File: src/rtl/sd_crc_engine_pkg.sv
// sd_crc_pkg: shared FSM state, SD CRC polynomials and the serial CRC step.
package sd_crc_pkg;
  typedef enum logic [1:0] {IDLE, RUN, DONE} state_t;
  localparam logic [6:0] CRC7_POLY = 7'h09;
  localparam logic [15:0] CRC16_POLY = 16'h1021;
  function automatic logic [63:0] crc_step(input logic [63:0] crc, input logic d,
                                           input logic [63:0] poly, input int unsigned w);
    logic fb;
    fb = crc[6'(w - 1)] ^ d;
    return ((crc << 1) ^ (fb ? poly : 64'd0)) & ((64'd1 << w) - 64'd1);
  endfunction
endpackage

File: src/rtl/sd_crc_engine_if.sv
// sd_crc_engine_if: start/stream/result bundle of the SD CRC engine.
interface sd_crc_engine_if #(parameter int CRC_W = 7, parameter int DATA_W = 8);
  logic start, s_valid, s_ready, s_last, done, match, busy;
  logic [DATA_W-1:0] s_data;
  logic [CRC_W-1:0] exp_crc, crc_out;
  modport master(output start, s_valid, s_data, s_last, exp_crc,
                 input s_ready, crc_out, done, match, busy);
  modport slave(input start, s_valid, s_data, s_last, exp_crc,
                output s_ready, crc_out, done, match, busy);
endinterface

File: src/rtl/sd_crc_lfsr_comb.sv
// sd_crc_lfsr_comb: DATA_W serial CRC steps unrolled into one combinational network, MSB first.
module sd_crc_lfsr_comb import sd_crc_pkg::*; #(
  parameter int CRC_W = 7,
  parameter logic [CRC_W-1:0] POLY = CRC_W'(CRC7_POLY),
  parameter int DATA_W = 8
) (
  input  logic [CRC_W-1:0]  i_crc,
  input  logic [DATA_W-1:0] i_data,
  output logic [CRC_W-1:0]  o_crc
);
  logic [CRC_W-1:0] w_acc;
  always_comb begin
    w_acc = i_crc;
    for (int i = DATA_W - 1; i >= 0; i--)
      w_acc = CRC_W'(crc_step(64'(w_acc), i_data[i], 64'(POLY), CRC_W));
  end
  assign o_crc = w_acc;
endmodule

File: src/rtl/sd_crc_engine.sv
// sd_crc_engine: framed streaming CRC generator/checker with compare-against-expected result.
module sd_crc_engine import sd_crc_pkg::*; #(
  parameter int CRC_W = 7,
  parameter logic [CRC_W-1:0] POLY = CRC_W'(CRC7_POLY),
  parameter logic [CRC_W-1:0] INIT = '0,
  parameter int DATA_W = 8
) (
  input logic clk,
  input logic rst,
  sd_crc_engine_if.slave bus
);
  state_t r_state, w_next;
  logic [CRC_W-1:0] r_crc, w_crc_next;
  logic r_match, w_hs;
  sd_crc_lfsr_comb #(.CRC_W(CRC_W), .POLY(POLY), .DATA_W(DATA_W)) u_lfsr (
    .i_crc(r_crc), .i_data(bus.s_data), .o_crc(w_crc_next)
  );
  assign bus.s_ready = (r_state == RUN) && !bus.start;
  assign w_hs = bus.s_valid && bus.s_ready;
  always_comb begin
    w_next = r_state;
    case (r_state)
      IDLE: w_next = bus.start ? RUN : IDLE;
      RUN:  w_next = (w_hs && bus.s_last) ? DONE : RUN;
      default: w_next = bus.start ? RUN : IDLE;
    endcase
  end
  always_ff @(posedge clk or posedge rst)
    if (rst) r_state <= IDLE;
    else r_state <= w_next;
  // match is resolved on the last-beat edge so it is already valid during the done cycle
  always_ff @(posedge clk or posedge rst)
    if (rst) begin
      r_crc <= INIT;
      r_match <= 1'b0;
    end else if (bus.start) begin
      r_crc <= INIT;
      r_match <= 1'b0;
    end else if (w_hs) begin
      r_crc <= w_crc_next;
      if (bus.s_last) r_match <= (w_crc_next == bus.exp_crc);
    end
  assign bus.crc_out = r_crc;
  assign bus.match = r_match;
  assign bus.done = (r_state == DONE);
  assign bus.busy = (r_state != IDLE);
endmodule
File: src/flat_wrapper.sv
// flat-port wrapper written by rule: the top's interface ports become plain ports
module sd_crc_engine_flat import sd_crc_pkg::*;
#(
  parameter int CRC_W = 7,
  parameter logic [CRC_W-1:0] POLY = CRC_W'(CRC7_POLY),
  parameter logic [CRC_W-1:0] INIT = '0,
  parameter int DATA_W = 8
)
  (clk, rst, bus_start, bus_s_valid, bus_s_data, bus_s_last, bus_exp_crc, bus_s_ready, bus_crc_out, bus_done, bus_match, bus_busy);
  sd_crc_engine_if #(.CRC_W(CRC_W), .DATA_W(DATA_W)) bus_i ();
  input logic clk;
  input logic rst;
  input wire logic [$bits(bus_i.start)-1:0] bus_start;
  input wire logic [$bits(bus_i.s_valid)-1:0] bus_s_valid;
  input wire logic [$bits(bus_i.s_data)-1:0] bus_s_data;
  input wire logic [$bits(bus_i.s_last)-1:0] bus_s_last;
  input wire logic [$bits(bus_i.exp_crc)-1:0] bus_exp_crc;
  output wire logic [$bits(bus_i.s_ready)-1:0] bus_s_ready;
  output wire logic [$bits(bus_i.crc_out)-1:0] bus_crc_out;
  output wire logic [$bits(bus_i.done)-1:0] bus_done;
  output wire logic [$bits(bus_i.match)-1:0] bus_match;
  output wire logic [$bits(bus_i.busy)-1:0] bus_busy;
  assign bus_i.start = bus_start;
  assign bus_i.s_valid = bus_s_valid;
  assign bus_i.s_data = bus_s_data;
  assign bus_i.s_last = bus_s_last;
  assign bus_i.exp_crc = bus_exp_crc;
  assign bus_s_ready = bus_i.s_ready;
  assign bus_crc_out = bus_i.crc_out;
  assign bus_done = bus_i.done;
  assign bus_match = bus_i.match;
  assign bus_busy = bus_i.busy;
  sd_crc_engine #(.CRC_W(CRC_W), .POLY(POLY), .INIT(INIT), .DATA_W(DATA_W)) u_core (.clk(clk), .rst(rst), .bus(bus_i));
endmodule
File: config.mk
export PLATFORM = sky130hd
export DESIGN_NAME = sd_crc_engine_flat
export DESIGN_NICKNAME = d
export VERILOG_FILES = /design/src/rtl/sd_crc_engine_pkg.sv /design/src/rtl/sd_crc_engine_if.sv /design/src/rtl/sd_crc_lfsr_comb.sv /design/src/rtl/sd_crc_engine.sv /design/src/flat_wrapper.sv
export SDC_FILE = /design/constraint.sdc
export NUM_CORES = 1
export LEC_CHECK = 0
export BUFFER_PORTS_ARGS = -buffer_cell sky130_fd_sc_hd__buf_2
export CAP_MARGIN = 30
export CELL_PAD_IN_SITES_DETAIL_PLACEMENT = 0
export CELL_PAD_IN_SITES_GLOBAL_PLACEMENT = 2
export CORE_UTILIZATION = 33
export CTS_BUF_LIST = sky130_fd_sc_hd__clkbuf_8 sky130_fd_sc_hd__clkbuf_16
export DETAILED_ROUTE_END_ITERATION = 7
export PLACE_DENSITY = 0.82
export SLEW_MARGIN = 15
export SYNTH_ARGS = -nofsm -noshare
export SYNTH_HDL_FRONTEND = slang
export SYNTH_SLANG_ARGS = --single-unit
File: constraint.sdc
create_clock -name clk -period 5.29 [get_ports clk]
set_input_delay 1.058 -clock clk [delete_from_list [all_inputs] [get_ports clk]]
set_output_delay 1.058 -clock clk [all_outputs]
set_load 0.02 [all_outputs]
==> flow_results.xml <==
<?xml version="1.0" encoding="UTF-8"?>
<metrics>
  <group name="timing">
    <metric name="finClkSkew" unit="ns">0.00230</metric>
    <metric name="unrepaired_setup_endpoints_after_global_routing" unit="">false</metric>
    <metric name="period_utilization" unit="">0.502</metric>
    <metric name="final.min_clock_period" unit="ns">2.66</metric>
    <metric name="fmaxAchievable" unit="MHz">376</metric>
    <metric name="tightestPinTransition" unit="ns">0.521</metric>
    <metric name="slew_headroom" unit="">0.650</metric>
    <metric name="finalMaxSlewViolations" unit="">0</metric>
    <metric name="setup_slack" unit="ns">2.63</metric>
    <metric name="tns" unit="ns">0</metric>
    <metric name="setup_viol" unit="">0</metric>
    <metric name="hold_viol" unit="">0</metric>
  </group>
  <group name="detailed_routing">
    <metric name="drt_iter0_markers" unit="">2</metric>
    <metric name="dr_vias" unit="">580</metric>
    <metric name="drtPass1Iterations" unit="">2</metric>
    <metric name="final_antenna_net_count" unit="">0</metric>
    <metric name="avgRoutedWirePerCell" unit="um">12.2</metric>
    <metric name="post-route-drc-count" unit="">0</metric>
    <metric name="drt-total-wl" unit="mm">1.57</metric>
    <metric name="avgViaCountPerCell" unit="">4.50</metric>
  </group>
  <group name="worst_setup_path">
    <metric name="worstSetupStartpointType" unit="">primary input</metric>
    <metric name="timing.critical_path.arrival" unit="ns">1.60</metric>
    <metric name="cpMaxStageDelayCell" unit="">nor3b_1</metric>
    <metric name="cp_cell_sequence" unit="">buf_2 -&gt; nor3b_1 -&gt; buf_2</metric>
    <metric name="path_class" unit="">in -&gt; out</metric>
    <metric name="end_kind" unit="">output port</metric>
    <metric name="timing.critical_path.mode_cell" unit="">buf_2</metric>
    <metric name="path_max_fanout" unit="">11</metric>
    <metric name="worstPathRequired" unit="ns">4.23</metric>
    <metric name="critical_path.max_stage_delay" unit="ns">0.19</metric>
  </group>
  <group name="layout">
    <metric name="area_occupied_by_multi_input_gates" unit="um2">588</metric>
    <metric name="drive_above_1_share" unit="">0.404</metric>
    <metric name="filler_cell_count" unit="">243</metric>
    <metric name="area.growth.synth_to_final" unit="%">26.0</metric>
    <metric name="number_of_nets_at_the_end_of_the_flow" unit="">121</metric>
    <metric name="antenna_cells" unit="">0</metric>
    <metric name="register_area" unit="um2">250</metric>
  </group>
  <group name="synth">
    <metric name="post_synth_inst_count" unit="">68</metric>
    <metric name="main_combinational_cell_family_by_area_after_synthesis" unit="">XOR/XNOR gates</metric>
    <metric name="synth.net_count" unit="">88</metric>
    <metric name="top_cell_type_s_share_of_synthesized_area" unit="">0.293</metric>
    <metric name="sequential_area_share_after_synthesis" unit="">0.293</metric>
    <metric name="synth_xor_xnor_area_share" unit="">0.474</metric>
    <metric name="asyncSetResetFlopFracSynth" unit="">1.00</metric>
    <metric name="muxShareOfSynthArea" unit="">0.0117</metric>
    <metric name="synth_largest_area_cell" unit="">dfrtp_1</metric>
    <metric name="netlist-cell-type-count" unit="">27</metric>
    <metric name="synth_simple_gate_area_frac" unit="">0.139</metric>
    <metric name="ys.flop_type" unit="">dfrtp_1</metric>
    <metric name="netlist_area" unit="um2">853</metric>
    <metric name="synthesis_stage_register_bit_count" unit="">10</metric>
    <metric name="edff_count_synth" unit="">0</metric>
    <metric name="synthTopCellsByArea" unit="">dfrtp_1 (29%), xnor3_1 (13%), xor3_1 (11%)</metric>
    <metric name="synthesis.area_per_instance" unit="um2">12.5</metric>
    <metric name="synth-compound-area-share" unit="">0.0645</metric>
    <metric name="synthAdderAreaFrac" unit="">0</metric>
    <metric name="yosys_warnings" unit="">0</metric>
  </group>
  <group name="global_routing">
    <metric name="globalRoute.totalOverflow" unit="">0</metric>
    <metric name="grt_antenna_before_repair" unit="">0</metric>
    <metric name="first_pass_grt_wire_length" unit="mm">2.44</metric>
    <metric name="grt_use_met3" unit="">0.0259</metric>
    <metric name="grt.busiest_layer" unit="">met2</metric>
    <metric name="first_global_vias" unit="">560</metric>
    <metric name="grt_use_total" unit="">0.130</metric>
    <metric name="grt_util_met2" unit="">0.205</metric>
    <metric name="grtUsageMet1" unit="">0.168</metric>
    <metric name="grt_start_max_net_pins" unit="">15</metric>
  </group>
  <group name="clock_network">
    <metric name="tritoncts_clock_tree" unit="">done</metric>
    <metric name="worst_setup_hold_path_clk_slew" unit="ns">0.04</metric>
    <metric name="cts_post_setup_buffers_inserted" unit="">0</metric>
    <metric name="cts_htree_levels" unit="">1</metric>
    <metric name="postCtsResizedCells" unit="">0</metric>
    <metric name="cts.sink_count" unit="">10</metric>
    <metric name="maximum_buffer_depth_of_the_clock_tree" unit="">2</metric>
    <metric name="cts_buffers" unit="">3</metric>
    <metric name="postCtsHoldBufs" unit="">0</metric>
    <metric name="clock_tree.root_cell" unit="">clkbuf_8</metric>
    <metric name="clk_latency" unit="ns">0.23</metric>
  </group>
  <group name="floorplanning">
    <metric name="die_height" unit="um">52.9</metric>
    <metric name="die_outline_area" unit="um2">2790</metric>
    <metric name="rows" unit="">18</metric>
    <metric name="initial_core_util" unit="">0.348</metric>
    <metric name="ios" unit="">31</metric>
    <metric name="coreArea" unit="um2">2450</metric>
    <metric name="chipWidth" unit="um">52.9</metric>
  </group>
  <group name="placement">
    <metric name="finalWeightedCongestion" unit="">0.787</metric>
    <metric name="io_buffer_count" unit="">30</metric>
    <metric name="post-place-ws" unit="ns">2.64</metric>
    <metric name="place_hpwl" unit="mm">1.27</metric>
  </group>
  <group name="power_and_ir_drop">
    <metric name="power_per_cell_area" unit="nW/um2">540</metric>
    <metric name="peakVddDrop" unit="mV">0.255</metric>
    <metric name="p_leak" unit="nW">0.576</metric>
  </group>
  <group name="job">
    <metric name="cap_violations" unit="">0</metric>
  </group>
  <group name="hold_path">
    <metric name="min-delay-path-class" unit="">reg -&gt; reg</metric>
  </group>
  <group name="run_status">
    <metric name="status" unit="">completed</metric>
  </group>
</metrics>
-- routing by layer --
metal,vias to the layer above,wire length [um]
met5,-,0
met4,0,9
met3,2,61
met2,13,766
met1,271,735
li1,294,-
-- power breakdown --
| group | switching, mW | total (mW) | internal (mW) |
|---|---|---|---|
| combinational | 0.163 | 0.379 | 0.216 |
| clock | 0.0263 | 0.0759 | 0.0495 |
| sequential | 0.0272 | 0.125 | 0.0982 |
| total | 0.217 | 0.581 | 0.364 |
-- per-stage QoR --
step	util	std cells	hold WS, ns	total power [mW]	instance area (um2)
final	0.438	129	0.576	0.581	1070
after floorplan	-	68	0.528	0.433	853
after CTS	0.438	129	0.578	0.589	1070
after global routing	0.438	129	0.612	0.617	1070
after detailed placement	0.421	126	0.572	0.509	1030
after global placement	0.421	126	0.564	0.512	1030
-- worst max-delay path: cells and delay by family --
family	cells	cell delay [ns]
AND/OR/NAND/NOR	1	0.19
buffers and inverters	2	0.35
-- layout by cell type, fill, tap and decap left out --
cell type and n:
inv_1 2, o21ai_0 3, xnor3_1 5, nand4_1 1
nand2b_1 4, nor2_1 2, xnor3_2 1, xnor2_1 8
clkbuf_8 3, o31ai_2 1, xor3_1 4, xor2_1 5
nor3b_1 4, a21oi_1 1, nand2_1 3, or2_2 1
xnor3_4 1, buf_2 30, xnor2_2 1, xor2_2 1
or3b_2 1, nand3_1 1, and2_1 1, and4bb_1 1
mux2i_1 1, a21o_1 3, dfrtp_1 10
-- Yosys cell counts (all sizes together), types with 2 or more instances --
master  number
xnor3        7
o21ai        3
xor3         4
xor2         6
nor3b        4
nand2b       4
xnor2        9
dfrtp       10
nand2        3
inv          2
nor2         2
a21o         3
-- area by class of cell --
class / count / share of cell area
multi-input cells: 54 / 0.547
flip-flops and latches: 10 / 0.233
well taps: 30 / 0.0349
clock buffers: 3 / 0.0384
inverters: 2 / 0.00698
repair buffers: 30 / 0.140
-- worst paths after layout --
kind                       slack, ns  cells past startpoint               endpoint                   from
max                             2.63                      3            bus_s_ready              bus_start
min                             0.58                      2  u_core.bus.crc_out[2]  u_core.bus.crc_out[2]
min in group asynchronous       0.81                      2  u_core.bus.crc_out[4]                    rst
min reg2reg                     0.58                      2  u_core.bus.crc_out[2]  u_core.bus.crc_out[2]
max reg2reg                     3.49                      4       u_core.bus.match  u_core.bus.crc_out[6]
max in group asynchronous       4.20                      2  u_core.bus.crc_out[2]                    rst
-- state kept, by name, indices dropped and copies added, names as in the netlist --
name	flops
u_core.bus.crc_out	7
u_core.r_state	2
u_core.bus.match	1
-- logic make-up (layout without fill, tap and decap cells) --
kind of cell	count (synthesis)	count (layout)
flops	10	10
simple gates	19	19
buf+inv	4	35
compound gates	8	8
mux	1	1
xor+xnor	26	26
(Power assumes the default switching activity.)
